<file path="config.mk">
export PLATFORM = sky130hd
export DESIGN_NAME = mii_rx_frame_parser
export DESIGN_NICKNAME = d
export VERILOG_FILES = /design/src/rtl/mii_rx_frame_parser.sv
export SDC_FILE = /design/constraint.sdc
export NUM_CORES = 1
export LEC_CHECK = 0
export BUFFER_PORTS_ARGS = -buffer_cell sky130_fd_sc_hd__buf_2
export CORE_MARGIN = 3
export CORE_UTILIZATION = 40
export DETAILED_ROUTE_END_ITERATION = 16
export GPL_TIMING_DRIVEN = 0
export HOLD_SLACK_MARGIN = 0.06
export REMOVE_ABC_BUFFERS = 1
export SLEW_MARGIN = 0
export SYNTH_ARGS = -nofsm -noshare
export SYNTH_HDL_FRONTEND = slang
export SYNTH_SLANG_ARGS = --single-unit
export TNS_END_PERCENT = 30
</file>
<file path="constraint.sdc">
create_clock -name rxc_i -period 2.6 [get_ports rxc_i]
set_input_delay 0.13 -clock rxc_i [delete_from_list [all_inputs] [get_ports rxc_i]]
set_output_delay 0.13 -clock rxc_i [all_outputs]
set_load 0.05 [all_outputs]
</file>
<file path="src/rtl/mii_rx_frame_parser.sv">
// MII receive front end: strips preamble/SFD, packs nibbles into bytes (low nibble first)
// and emits a framed byte stream with sop/eop, length, error flag and a dropped-frame count.
module mii_rx_frame_parser #(
    parameter int MIN_PRE   = 7,
    parameter int MAX_BYTES = 1522,
    parameter int LEN_W     = 11
) (
    input  logic             rxc_i,
    input  logic             rst_n_i,
    input  logic [3:0]       rxd_i,
    input  logic             rxdv_i,
    output logic [7:0]       rx_data_o,
    output logic             rx_valid_o,
    output logic             rx_sop_o,
    output logic             rx_eop_o,
    output logic             rx_err_o,
    output logic [LEN_W-1:0] rx_len_o,
    output logic [15:0]      drop_cnt_o
);

    localparam logic [3:0]       NIB_PRE   = 4'h5;
    localparam logic [3:0]       NIB_SFD   = 4'hd;
    localparam logic [3:0]       MIN_PRE_C = 4'(MIN_PRE);
    localparam logic [LEN_W-1:0] MAX_LEN_C = LEN_W'(MAX_BYTES);

    typedef enum logic [1:0] {
        IDLE,
        PREAMBLE,
        DATA,
        DROP
    } state_e;

    state_e           state_q, state_d;
    logic [3:0]       preCnt_q, preCnt_d;
    logic             phase_q, phase_d;
    logic [3:0]       lowNib_q, lowNib_d;
    logic [7:0]       hold_q, hold_d;
    logic             holdFull_q, holdFull_d;
    logic             sopPend_q, sopPend_d;
    logic [LEN_W-1:0] byteCnt_q, byteCnt_d;
    logic [7:0]       data_q, data_d;
    logic             valid_q, valid_d;
    logic             sop_q, sop_d;
    logic             eop_q, eop_d;
    logic             err_q, err_d;
    logic [LEN_W-1:0] len_q, len_d;
    logic [15:0]      dropCnt_q, dropCnt_d;
    logic             dropInc;

    always_ff @(posedge rxc_i or negedge rst_n_i) begin
        if (!rst_n_i) begin
            state_q    <= IDLE;
            preCnt_q   <= '0;
            phase_q    <= 1'b0;
            lowNib_q   <= '0;
            hold_q     <= '0;
            holdFull_q <= 1'b0;
            sopPend_q  <= 1'b0;
            byteCnt_q  <= '0;
            data_q     <= '0;
            valid_q    <= 1'b0;
            sop_q      <= 1'b0;
            eop_q      <= 1'b0;
            err_q      <= 1'b0;
            len_q      <= '0;
            dropCnt_q  <= '0;
        end else begin
            state_q    <= state_d;
            preCnt_q   <= preCnt_d;
            phase_q    <= phase_d;
            lowNib_q   <= lowNib_d;
            hold_q     <= hold_d;
            holdFull_q <= holdFull_d;
            sopPend_q  <= sopPend_d;
            byteCnt_q  <= byteCnt_d;
            data_q     <= data_d;
            valid_q    <= valid_d;
            sop_q      <= sop_d;
            eop_q      <= eop_d;
            err_q      <= err_d;
            len_q      <= len_d;
            dropCnt_q  <= dropCnt_d;
        end
    end

    // One byte is always held back so the final byte can be tagged with eop when rxdv falls.
    always_comb begin
        state_d    = state_q;
        preCnt_d   = preCnt_q;
        phase_d    = phase_q;
        lowNib_d   = lowNib_q;
        hold_d     = hold_q;
        holdFull_d = holdFull_q;
        sopPend_d  = sopPend_q;
        byteCnt_d  = byteCnt_q;
        data_d     = data_q;
        valid_d    = 1'b0;
        sop_d      = 1'b0;
        eop_d      = 1'b0;
        err_d      = err_q;
        len_d      = len_q;
        dropInc    = 1'b0;

        case (state_q)
            IDLE: begin
                if (rxdv_i) begin
                    if (rxd_i == NIB_PRE) begin
                        state_d  = PREAMBLE;
                        preCnt_d = 4'd1;
                    end else begin
                        state_d = DROP;
                        dropInc = 1'b1;
                    end
                end
            end
            PREAMBLE: begin
                if (!rxdv_i) begin
                    state_d = IDLE;
                end else if (rxd_i == NIB_PRE) begin
                    preCnt_d = (preCnt_q == 4'hF) ? preCnt_q : preCnt_q + 4'd1;
                end else if (rxd_i == NIB_SFD && preCnt_q >= MIN_PRE_C) begin
                    state_d    = DATA;
                    phase_d    = 1'b0;
                    byteCnt_d  = '0;
                    holdFull_d = 1'b0;
                    sopPend_d  = 1'b1;
                end else begin
                    state_d = DROP;
                    dropInc = 1'b1;
                end
            end
            DATA: begin
                if (rxdv_i) begin
                    if (!phase_q) begin
                        lowNib_d = rxd_i;
                        phase_d  = 1'b1;
                    end else begin
                        phase_d    = 1'b0;
                        hold_d     = {rxd_i, lowNib_q};
                        holdFull_d = 1'b1;
                        byteCnt_d  = (byteCnt_q == '1) ? byteCnt_q : byteCnt_q + 1'b1;
                        if (holdFull_q) begin
                            data_d    = hold_q;
                            valid_d   = 1'b1;
                            sop_d     = sopPend_q;
                            sopPend_d = 1'b0;
                        end
                    end
                end else begin
                    state_d    = IDLE;
                    phase_d    = 1'b0;
                    holdFull_d = 1'b0;
                    sopPend_d  = 1'b0;
                    if (holdFull_q) begin
                        data_d  = hold_q;
                        valid_d = 1'b1;
                        eop_d   = 1'b1;
                        sop_d   = sopPend_q;
                        len_d   = byteCnt_q;
                        err_d   = phase_q || (byteCnt_q > MAX_LEN_C);
                    end else begin
                        dropInc = 1'b1;
                    end
                end
            end
            DROP: begin
                if (!rxdv_i) begin
                    state_d = IDLE;
                end
            end
            default: state_d = IDLE;
        endcase

        dropCnt_d = (dropInc && dropCnt_q != 16'hFFFF) ? dropCnt_q + 16'd1 : dropCnt_q;
    end

    assign rx_data_o  = data_q;
    assign rx_valid_o = valid_q;
    assign rx_sop_o   = sop_q;
    assign rx_eop_o   = eop_q;
    assign rx_err_o   = err_q;
    assign rx_len_o   = len_q;
    assign drop_cnt_o = dropCnt_q;

endmodule

</file>
==> flow_metrics.py <==
metrics = {
    "placement": {
        "hpwl_um": 4050,
        "place_area_um2": 3550,
        "io_buffers": 45,
        "gp_congestion": 0.794,
    },
    "timing": {
        "fin_crit_ns": 1.98,
        "fmax_mhz": 504,
        "tns_ns": 0,
        "worstMarginPinSlew_ns": 0.881,
        "rsz0062_at_grt": "no",
        "slew_headroom": 0.413,
        "fin_skew_ns": 0.00983,
        "finalCritPeriodShare": 0.763,
        "slew_violations": 0,
        "setup_viol": 0,
        "hold_viol_final": 0,
    },
    "yosys": {
        "ys_ff_latch": 71,
        "async_flop_share": 1.00,
        "synth_cells": 277,
        "yosysSeqAreaShare": 0.550,
        "synth_edf_count": 0,
        "avgSynthCellArea_um2": 11.7,
        "ys.flop_type": "dfrtp_1",
        "yosysUniqueCellTypes": 53,
        "synth_area_um2": 3230,
        "yosys_warnings": 0,
    },
    "cells_and_area": {
        "final_util": 0.487,
        "regArea_um2": 1780,
        "drive_above_1_share": 0.270,
        "insertedDiodeCount": 0,
        "area_delta_synth_final_pct": 17.2,
        "nFillCells": 738,
        "layout.nets": 343,
        "layout_common_cells": "71 x dfrtp_1, 44 x buf_2, 42 x nand2_1",
        "multi_input_area_um2": 1390,
        "final_common_cell": "dfrtp_1",
        "postLayoutCellArea_um2": 3780,
    },
    "global_route": {
        "grt_max_degree": 72,
        "grt_pass1_vias": 2147,
        "overflow": 0,
        "antenna_found_initial": 0,
        "groute.usage.overall": 0.145,
        "grt_pass1_wl_um": 10300,
    },
    "detailed_routing": {
        "firstDrtPassIters": 4,
        "wl_per_cell_um": 13.6,
        "drc": 0,
        "drt_wl_total_um": 5990,
        "viasPerCell": 4.98,
        "ant_nets": 0,
        "drtIter0Drc": 93,
        "vias": 2185,
    },
    "clock_tree": {
        "cts_buffer_depth": 2,
        "path_clk_slew_ns": 0.08,
        "cts_buffers": 9,
        "clkSinkCount": 71,
        "post_cts_resized": 0,
        "tritoncts": "built",
        "clkLatencyLatePin_ns": 0.34,
        "htree_levels": 3,
        "cts_root_buf": "clkbuf_8",
    },
    "floorplanning": {
        "num_io_pins": 46,
        "fp.dieArea_um2": 9190,
        "num_rows": 32,
        "core-area_um2": 7770,
        "start_util": 0.416,
        "fp.dieH_um": 95.9,
        "die_w_um": 95.9,
    },
    "setup_path": {
        "cp.required_ns": 2.81,
        "crit_arrival_ns": 2.20,
        "end_kind": "flip-flop",
        "start_kind": "flip-flop",
        "crit_fanout": 11,
        "criticalPathCategory": "reg2reg",
    },
    "power_and_ir_drop": {
        "leakagePower_nw": 1.84,
        "ir_drop_v": 0.000555,
        "power_density_nw_per_um2": 871,
    },
    "run": {
        "drv_cap": 0,
    },
    "run_status": {
        "outcome": "finished clean",
    },
    "hold_path": {
        "hp-class": "in2reg",
    },
}
## worst max-delay path, cell delays in order (launching register included)
cell and delay (ns):
dfrtp_1 0.45, nand4b_1 0.56, a2111oi_2 0.52, nand3_1 0.14, xor2_1 0.14, nor2_1 0.05
## layer usage
metal | up-vias | global-route usage | part of all wire
met5 | - | 0 | 0
met2 | 53 | 0.220 | 0.45
met1 | 1055 | 0.197 | 0.49
met3 | 7 | 0.0375 | 0.050
met4 | 0 | 0.0604 | 0.012
li1 | 1070 | - | -
## Yosys cell counts, types with 2 or more instances
library cell,number,area [µm²]
and2_1,2,12.5
nand4_1,7,43.8
o21ai_0,4,20.0
nor2_1,23,86.3
nor3_1,2,10.0
nor3b_1,2,15.0
xor2_1,7,61.3
a31oi_1,2,12.5
inv_1,6,22.5
a41oi_1,2,17.5
o21ai_1,4,20.0
and4_1,2,17.5
ha_1,4,50.1
nand3_1,14,70.1
dfrtp_1,71,1780
nor3_2,3,30.0
nor4_4,2,42.5
buf_2,5,25.0
and3_1,4,25.0
xnor2_1,16,140
nand2_1,42,158
mux2_1,15,169
mux2_2,8,90.1
## power breakdown
group / internal, mW / switching, mW / leakage (nW)
clock: 0.375 / 0.427 / 0.0849
sequential: 1.33 / 0.183 / 0.933
combinational: 0.288 / 0.690 / 0.821
total: 2.00 / 1.30 / 1.84
## sequential cells by signal, indices dropped and copies added (netlist names)
name	count
rx_sop_o	1
rx_valid_o	1
rx_data_o	8
rx_eop_o	1
holdFull_q	1
lowNib_q	4
state_q	2
sopPend_q	1
phase_q	1
hold_q	8
byteCnt_q	11
rx_len_o	11
drop_cnt_o	16
preCnt_q	4
rx_err_o	1
## repair_timing
action,CTS,global route
setup endpoints to repair,0,0
buffers inserted,0,0
endpoints found under the hold margin,76,0
hold buffers,5,0
## final cells by class
| class | instances | share of cell area |
|---|---|---|
| flip-flops and latches | 71 | 0.469 |
| multi-input cells | 192 | 0.367 |
| repair buffers | 50 | 0.0734 |
| clock buffers | 10 | 0.0364 |
| well taps | 102 | 0.0337 |
| clock inverters | 6 | 0.0119 |
| inverters | 8 | 0.00826 |
## cells by family (layout without fill, tap and decap cells)
group / Yosys count / in the layout / share of synthesized area
AO/OA/AOI/OAI: 24 / 24 / 0.0655
XOR/XNOR: 23 / 23 / 0.0624
adder cells (fa/ha/maj): 4 / 4 / 0.0155
buffers and inverters: 14 / 74 / 0.0198
flip-flops: 71 / 71 / 0.550
multiplexers: 25 / 25 / 0.0879
AND/OR/NAND/NOR: 116 / 116 / 0.199
## path summary, 6_finish.rpt
kind,startpoint,end,slack (ns),depth (start not counted)
worst max-delay path,state_q[0],byteCnt_q[8],0.62,5
worst max register to register,state_q[0],byteCnt_q[8],0.62,5
min in group asynchronous,rst_n_i,rx_data_o[2],0.46,2
worst min-delay path,rxdv_i,state_q[0],0.15,3
max in group asynchronous,rst_n_i,byteCnt_q[1],1.57,2
worst min register to register,lowNib_q[2],hold_q[2],0.47,2
## stage by stage
stage	std cells	total power, mW	hold slack [ns]	setup slack [ns]
floorplan	271	2.26	-0.166	0.719
CTS	439	3.35	0.131	0.589
global placement	418	2.50	0.373	0.583
detailed placement	418	2.53	0.322	0.603
finish	439	3.30	0.152	0.616
global route	439	3.50	0.155	0.353
(Power assumes the default switching activity.)
